==> src/rtl/fetch_queue_if.sv <==
// Fetch-queue bus bundle: redirect, instruction-memory and decode-side signals.
// The master modport is the core/environment side; the slave modport is the
// fetch_queue itself. Optional macro FETCH_QUEUE_PERF_EN adds bubble_cnt.
interface fetch_queue_if #(
    parameter int XLEN  = 32,
    parameter int DEPTH = 4
);
    localparam int CW = $clog2(DEPTH + 1);

    logic            redirect_valid;
    logic [XLEN-1:0] redirect_pc;
    logic [XLEN-1:0] pc_f;
    logic            imem_ready;
    logic [31:0]     imem_rdata;
    logic            stall_d;
    logic            valid_d;
    logic [31:0]     instr_d;
    logic [XLEN-1:0] pc_d;
    logic [XLEN-1:0] pc_plus4_d;
    logic            full_f;
    logic [CW-1:0]   count_f;
`ifdef FETCH_QUEUE_PERF_EN
    logic [31:0]     bubble_cnt;

    modport master (
        output redirect_valid, redirect_pc, imem_ready, imem_rdata, stall_d,
        input  pc_f, valid_d, instr_d, pc_d, pc_plus4_d, full_f, count_f, bubble_cnt
    );

    modport slave (
        input  redirect_valid, redirect_pc, imem_ready, imem_rdata, stall_d,
        output pc_f, valid_d, instr_d, pc_d, pc_plus4_d, full_f, count_f, bubble_cnt
    );
`else
    modport master (
        output redirect_valid, redirect_pc, imem_ready, imem_rdata, stall_d,
        input  pc_f, valid_d, instr_d, pc_d, pc_plus4_d, full_f, count_f
    );

    modport slave (
        input  redirect_valid, redirect_pc, imem_ready, imem_rdata, stall_d,
        output pc_f, valid_d, instr_d, pc_d, pc_plus4_d, full_f, count_f
    );
`endif
endinterface

==> src/rtl/fetch_queue.sv <==
// Fetch stage with an instruction prefetch queue. Fetches sequentially from
// pc_q into a DEPTH-entry circular buffer of {instr, pc, pc+4}; decode reads
// the head. A redirect flushes the queue and reloads the PC.
// Optional macro FETCH_QUEUE_PERF_EN adds a saturating bubble counter.
module fetch_queue #(
    parameter int              XLEN     = 32,
    parameter int              DEPTH    = 4,
    parameter logic [XLEN-1:0] RESET_PC = '0
) (
    input  logic         clk,
    input  logic         rst,
    fetch_queue_if.slave bus
);
    localparam int          AW  = $clog2(DEPTH);
    localparam int          CW  = $clog2(DEPTH + 1);
    localparam logic [31:0] NOP = 32'h0000_0013;

    // Queue storage
    logic [31:0]     instr_mem_q [DEPTH];
    logic [XLEN-1:0] pc_mem_q    [DEPTH];
    logic [XLEN-1:0] pc4_mem_q   [DEPTH];

    // Control state
    logic [XLEN-1:0] pc_q,     pc_d;
    logic [AW-1:0]   wr_ptr_q, wr_ptr_d;
    logic [AW-1:0]   rd_ptr_q, rd_ptr_d;
    logic [CW-1:0]   count_q,  count_d;

    logic            full;
    logic            empty;
    logic            enq;
    logic            deq;
    logic [XLEN-1:0] pc_next_seq;

    assign full        = (count_q == CW'(DEPTH));
    assign empty       = (count_q == '0);
    assign enq         = bus.imem_ready & ~full & ~bus.redirect_valid;
    assign deq         = ~empty & ~bus.stall_d & ~bus.redirect_valid;
    assign pc_next_seq = pc_q + XLEN'(4);

    // Next-state selection: redirect overrides any enqueue/dequeue this cycle
    always_comb begin
        // NOTE: every combinational output gets a default first so no path leaves it unassigned (no latch).
        pc_d     = pc_q;
        wr_ptr_d = wr_ptr_q;
        rd_ptr_d = rd_ptr_q;
        count_d  = count_q;
        if (bus.redirect_valid) begin
            pc_d     = bus.redirect_pc;
            wr_ptr_d = '0;
            rd_ptr_d = '0;
            count_d  = '0;
        end else begin
            if (enq) begin
                pc_d     = pc_next_seq;
                wr_ptr_d = wr_ptr_q + AW'(1);
            end
            if (deq) begin
                rd_ptr_d = rd_ptr_q + AW'(1);
            end
            count_d = count_q + CW'(enq) - CW'(deq);
        end
    end

    // Control registers with synchronous reset
    always_ff @(posedge clk) begin
        // NOTE: sequential state uses non-blocking assignments so all registers update from pre-edge values.
        if (rst) begin
            pc_q     <= RESET_PC;
            wr_ptr_q <= '0;
            rd_ptr_q <= '0;
            count_q  <= '0;
        end else begin
            pc_q     <= pc_d;
            wr_ptr_q <= wr_ptr_d;
            rd_ptr_q <= rd_ptr_d;
            count_q  <= count_d;
        end
    end

    // Queue write port; suppressed during reset
    always_ff @(posedge clk) begin
        // NOTE: storage has no reset; stale entries are never visible because count gates the head outputs.
        if (!rst && enq) begin
            instr_mem_q[wr_ptr_q] <= bus.imem_rdata;
            pc_mem_q[wr_ptr_q]    <= pc_q;
            pc4_mem_q[wr_ptr_q]   <= pc_next_seq;
        end
    end

    // Head presentation: combinational read of the head entry, NOP/0 when empty
    always_comb begin
        bus.pc_f       = pc_q;
        bus.valid_d    = ~empty;
        bus.full_f     = full;
        bus.count_f    = count_q;
        bus.instr_d    = NOP;
        bus.pc_d       = '0;
        bus.pc_plus4_d = '0;
        if (!empty) begin
            bus.instr_d    = instr_mem_q[rd_ptr_q];
            bus.pc_d       = pc_mem_q[rd_ptr_q];
            bus.pc_plus4_d = pc4_mem_q[rd_ptr_q];
        end
    end

`ifdef FETCH_QUEUE_PERF_EN
    logic [31:0] bubble_cnt_q;

    // Saturating count of cycles in which decode saw no valid instruction
    always_ff @(posedge clk) begin
        if (rst) begin
            bubble_cnt_q <= '0;
        end else if (empty && (bubble_cnt_q != 32'hFFFF_FFFF)) begin
            bubble_cnt_q <= bubble_cnt_q + 32'd1;
        end
    end

    assign bus.bubble_cnt = bubble_cnt_q;
`endif

endmodule

==> src/flat_wrapper.sv <==
// flat-port wrapper written by rule: the top's interface ports become plain ports
module fetch_queue_flat 
#(
    parameter int              XLEN     = 32,
    parameter int              DEPTH    = 4,
    parameter logic [XLEN-1:0] RESET_PC = '0
)
  (clk, rst, bus_redirect_valid, bus_redirect_pc, bus_imem_ready, bus_imem_rdata, bus_stall_d, bus_pc_f, bus_valid_d, bus_instr_d, bus_pc_d, bus_pc_plus4_d, bus_full_f, bus_count_f);
  fetch_queue_if #(.XLEN(XLEN), .DEPTH(DEPTH)) bus_i ();
  input  logic clk;
  input  logic rst;
  input wire logic [$bits(bus_i.redirect_valid)-1:0] bus_redirect_valid;
  input wire logic [$bits(bus_i.redirect_pc)-1:0] bus_redirect_pc;
  input wire logic [$bits(bus_i.imem_ready)-1:0] bus_imem_ready;
  input wire logic [$bits(bus_i.imem_rdata)-1:0] bus_imem_rdata;
  input wire logic [$bits(bus_i.stall_d)-1:0] bus_stall_d;
  output wire logic [$bits(bus_i.pc_f)-1:0] bus_pc_f;
  output wire logic [$bits(bus_i.valid_d)-1:0] bus_valid_d;
  output wire logic [$bits(bus_i.instr_d)-1:0] bus_instr_d;
  output wire logic [$bits(bus_i.pc_d)-1:0] bus_pc_d;
  output wire logic [$bits(bus_i.pc_plus4_d)-1:0] bus_pc_plus4_d;
  output wire logic [$bits(bus_i.full_f)-1:0] bus_full_f;
  output wire logic [$bits(bus_i.count_f)-1:0] bus_count_f;
  assign bus_i.redirect_valid = bus_redirect_valid;
  assign bus_i.redirect_pc = bus_redirect_pc;
  assign bus_i.imem_ready = bus_imem_ready;
  assign bus_i.imem_rdata = bus_imem_rdata;
  assign bus_i.stall_d = bus_stall_d;
  assign bus_pc_f = bus_i.pc_f;
  assign bus_valid_d = bus_i.valid_d;
  assign bus_instr_d = bus_i.instr_d;
  assign bus_pc_d = bus_i.pc_d;
  assign bus_pc_plus4_d = bus_i.pc_plus4_d;
  assign bus_full_f = bus_i.full_f;
  assign bus_count_f = bus_i.count_f;
  fetch_queue #(.XLEN(XLEN), .DEPTH(DEPTH), .RESET_PC(RESET_PC)) u_core (.clk(clk), .rst(rst), .bus(bus_i));
endmodule
==> config.mk <==
export PLATFORM = sky130hd
export DESIGN_NAME = fetch_queue_flat
export DESIGN_NICKNAME = d
export VERILOG_FILES = /design/src/rtl/fetch_queue_if.sv /design/src/rtl/fetch_queue.sv /design/src/flat_wrapper.sv
export SDC_FILE = /design/constraint.sdc
export NUM_CORES = 1
export LEC_CHECK = 0
export CAP_MARGIN = 15
export CORE_ASPECT_RATIO = 1.1
export CORE_MARGIN = 8
export CORE_UTILIZATION = 40
export CTS_BUF_LIST = sky130_fd_sc_hd__clkbuf_2 sky130_fd_sc_hd__clkbuf_4 sky130_fd_sc_hd__clkbuf_8
export CTS_CLUSTER_DIAMETER = 100
export DETAILED_ROUTE_END_ITERATION = 16
export PLACE_DENSITY = 0.59
export SLEW_MARGIN = 30
export SYNTH_ARGS = -nofsm -noshare
export SYNTH_HDL_FRONTEND = slang
export SYNTH_SLANG_ARGS = --single-unit
==> constraint.sdc <==
create_clock -name clk -period 9.15 [get_ports clk]
set_input_delay 1.83 -clock clk [delete_from_list [all_inputs] [get_ports clk]]
set_output_delay 1.83 -clock clk [all_outputs]
set_load 0.01 [all_outputs]
==> results.yml <==
clock_network:
  postCtsSetupBuffers: 0
  cts_resized: 0
  ctsHoldBuffers: 0
  clkTransAtPathRegs_ps: 60
  cts_made_buffers: 69
  htreeDepth: 3
  clock_sinks: 417
  cts_tree: "done"
  cts_buffer_depth: 3
  cts_root_buf: "clkbuf_8"
  clkLatencyLatePin_ps: 590
hold_path:
  hp-class: "reg -> reg"
  hold_start: "u_core.wr_ptr_q[1]$_SDFFE_PP0N_"
logic_synthesis:
  synthFlopType: "edfxtp_1"
  ys_warn_count: 0
  ys_ff_latch: 417
  synth_cell_types: 46
  syn_avg_cell_area_um2: 18.31
  syn_area_um2: 16830
  seq_area_frac_synth_pct: 71.98
  synth_edf_count: 376
  syn-num-nets: 996
  async_flop_share_pct: 0
  syn_inst: 919
routing:
  remaining_drc_errors: 0
  vias_per_cell: 5.052
  wire_per_inst_um: 22.35
  drt_first_iter_violations: 502
  wl_um: 39300
  dr.pass1.iters: 4
  ant_nets: 0
  vias: 8882
timing:
  fin_skew_ps: 28.68
  clock.fmax_ghz: 0.1929
  finalMaxSlewViolations: 0
  worst_slack_ps: 3965
  worstMarginPinSlew_ps: 887.2
  fin_crit_ps: 5185
  rsz0062_at_grt: "no"
  hold_viol_final: 0
  setup_viol: 0
  fin_tns_setup_ps: 0
  min_period_over_period_pct: 56.66
  slew_headroom_pct: 40.85
placed_design:
  dp_slack_ps: 4100
  hpwl_um: 23980
  place_congestion: 0.7328
  dp_cells: 1640
  io_buffers: 201
flow_run:
  max-cap-violations: 0
floorplanning:
  die_h_um: 231.1
  pin_count: 202
  die_w_um: 211.6
  rows: 79
  dieArea_um2: 48890
  core_area_um2: 41910
  initial_core_util_pct: 40.15
power:
  irDropWorstVdd_mv: 0.08254
  total_power_mw: 3.973
  leakagePower_nw: 6.594
  power_density_nw_per_um2: 191.9
layout:
  fin_cells: 1758
  layout_commonest_cell: "edfxtp_1"
  num-fill-cells: 3610
  multi_input_area_um2: 4414
  drive_gt1_share_pct: 20.08
  layout_common_cells: "edfxtp_1 (376), clkdlybuf4s50_1 (201), and2_1 (100)"
  finish.utilization_pct: 49.41
  seq_area_um2: 12120
  area_growth_pct: 23.06
  nNetsFinal: 1221
global_route:
  first_global_vias: 9527
  antenna_found_initial: 2
  grt_max_degree: 74
  overflow: 0
  track_usage_pct: 16.03
  grt_pass1_wl_um: 59420
setup_path:
  endpoint_kind: "output port"
  reg2reg_from: "u_core.bus.count_f[1]$_SDFF_PP0_"
  critical_path_buf_inv_count: 2
  cp.required_ps: 7320
  cp_top_family: "buffers and inverters"
  cp-start-kind: "flop"
  worst-setup-path-type: "reg -> out"
  slowest_stage: "buf_4"
  worstPathMaxFanout: 58
  arrival_ps: 3350
  path_cells: "buf_4, mux4_2, or2_2, clkdlybuf4s50_1"
  max_stage_delay_ps: 780
run_status:
  status: "finished clean"
worst register-to-register path: stages, from the launching register on:
cell	delay [ps]
dfxtp_1	440
or3b_1	350
and2_1	500
and3_4	750
buf_4	820
final timing paths:
path | slack, ps | to | depth (start not counted)
min | 510 | u_core.wr_ptr_q[1]$_SDFFE_PP0N_ | 2
max | 3970 | bus_instr_d[0] | 4
min reg2reg | 510 | u_core.wr_ptr_q[1]$_SDFFE_PP0N_ | 2
max reg2reg | 5840 | u_core.pc_mem_q[0][27]$_DFFE_PP_ | 4
stage by stage:
step	cell area, µm²	hold WS, ps
2_1_floorplan	16830	469.2
3_3_place_gp	19380	483.5
3_5_place_dp	19380	496.5
4_1_cts	20700	504.7
5_1_grt	20700	537.2
6_report	20710	510.5
cell families (layout without fill, tap and decap cells):
logic type      count (synthesis)  in the layout  synth area share (%)
other cells                     0              1                     0
xor+xnor                       54             54                 2.811
compound gates                 39             39                 1.718
flops                         417            417                 71.98
mux                            96             96                 12.70
buf+inv                        67            338                 1.911
simple gates                  238            238                 8.246
fa+ha+maj                       8              8                0.6394
synth_stat cells, types with 2 or more instances:
master,count,area share [%]
mux2i_1,2,0.12
o21ai_0,3,0.089
and3_1,8,0.30
nand3_4,3,0.31
a211oi_2,2,0.15
a21oi_1,4,0.12
inv_1,10,0.22
a311oi_1,4,0.21
xor2_1,22,1.1
or3_1,4,0.15
buf_2,17,0.51
buf_1,8,0.18
and3_2,2,0.089
nor3_1,12,0.36
nor4_2,3,0.22
buf_4,8,0.36
clkbuf_1,20,0.45
and2_1,100,3.7
mux4_2,94,13
edfxtp_1,376,67
nand3_1,11,0.33
nand4_1,8,0.30
ha_1,7,0.52
o2bb2ai_1,5,0.26
xnor2_1,32,1.7
nand2_1,27,0.60
or2_2,4,0.15
nor2_1,41,0.91
and4_1,6,0.31
dlygate4sd1_1,2,0.10
a211oi_1,15,0.67
dfxtp_1,41,4.9
a31oi_1,5,0.19
where the power goes:
group          switching (mW)  total [mW]  internal (mW)
clock network           0.696        1.58          0.886
logic                   0.117       0.241          0.125
registers              0.0376        2.15           2.11
total                   0.850        3.97           3.12
state kept, by name, summed over array words and instances (netlist names), named ones only:
| register | flops |
|---|---|
| u_core.bus.pc_f | 32 |
| u_core.pc_mem_q | 124 |
| u_core.wr_ptr_q | 2 |
| u_core.bus.count_f | 3 |
| u_core.instr_mem_q | 128 |
| u_core.pc4_mem_q | 124 |
| u_core.rd_ptr_q | 2 |
layer usage:
metal	global-route usage, %	up-vias	wire length, µm
met5	1.013	-	68
met4	4.802	2	565
met3	3.959	46	2580
met2	25.14	285	18400
met1	21.88	4507	17680
li1	-	4042	-
final cells by class:
cell class / instances / area share [%]
flip-flops and latches: 417 / 58.53
multi-input cells: 435 / 21.32
repair buffers: 211 / 10.14
diodes: 1 / 0.01208
well taps: 567 / 3.426
clock inverters: 15 / 0.4350
inverters: 10 / 0.1813
clock buffers: 102 / 5.964
Note: power is estimated with default switching activity, not from simulation.
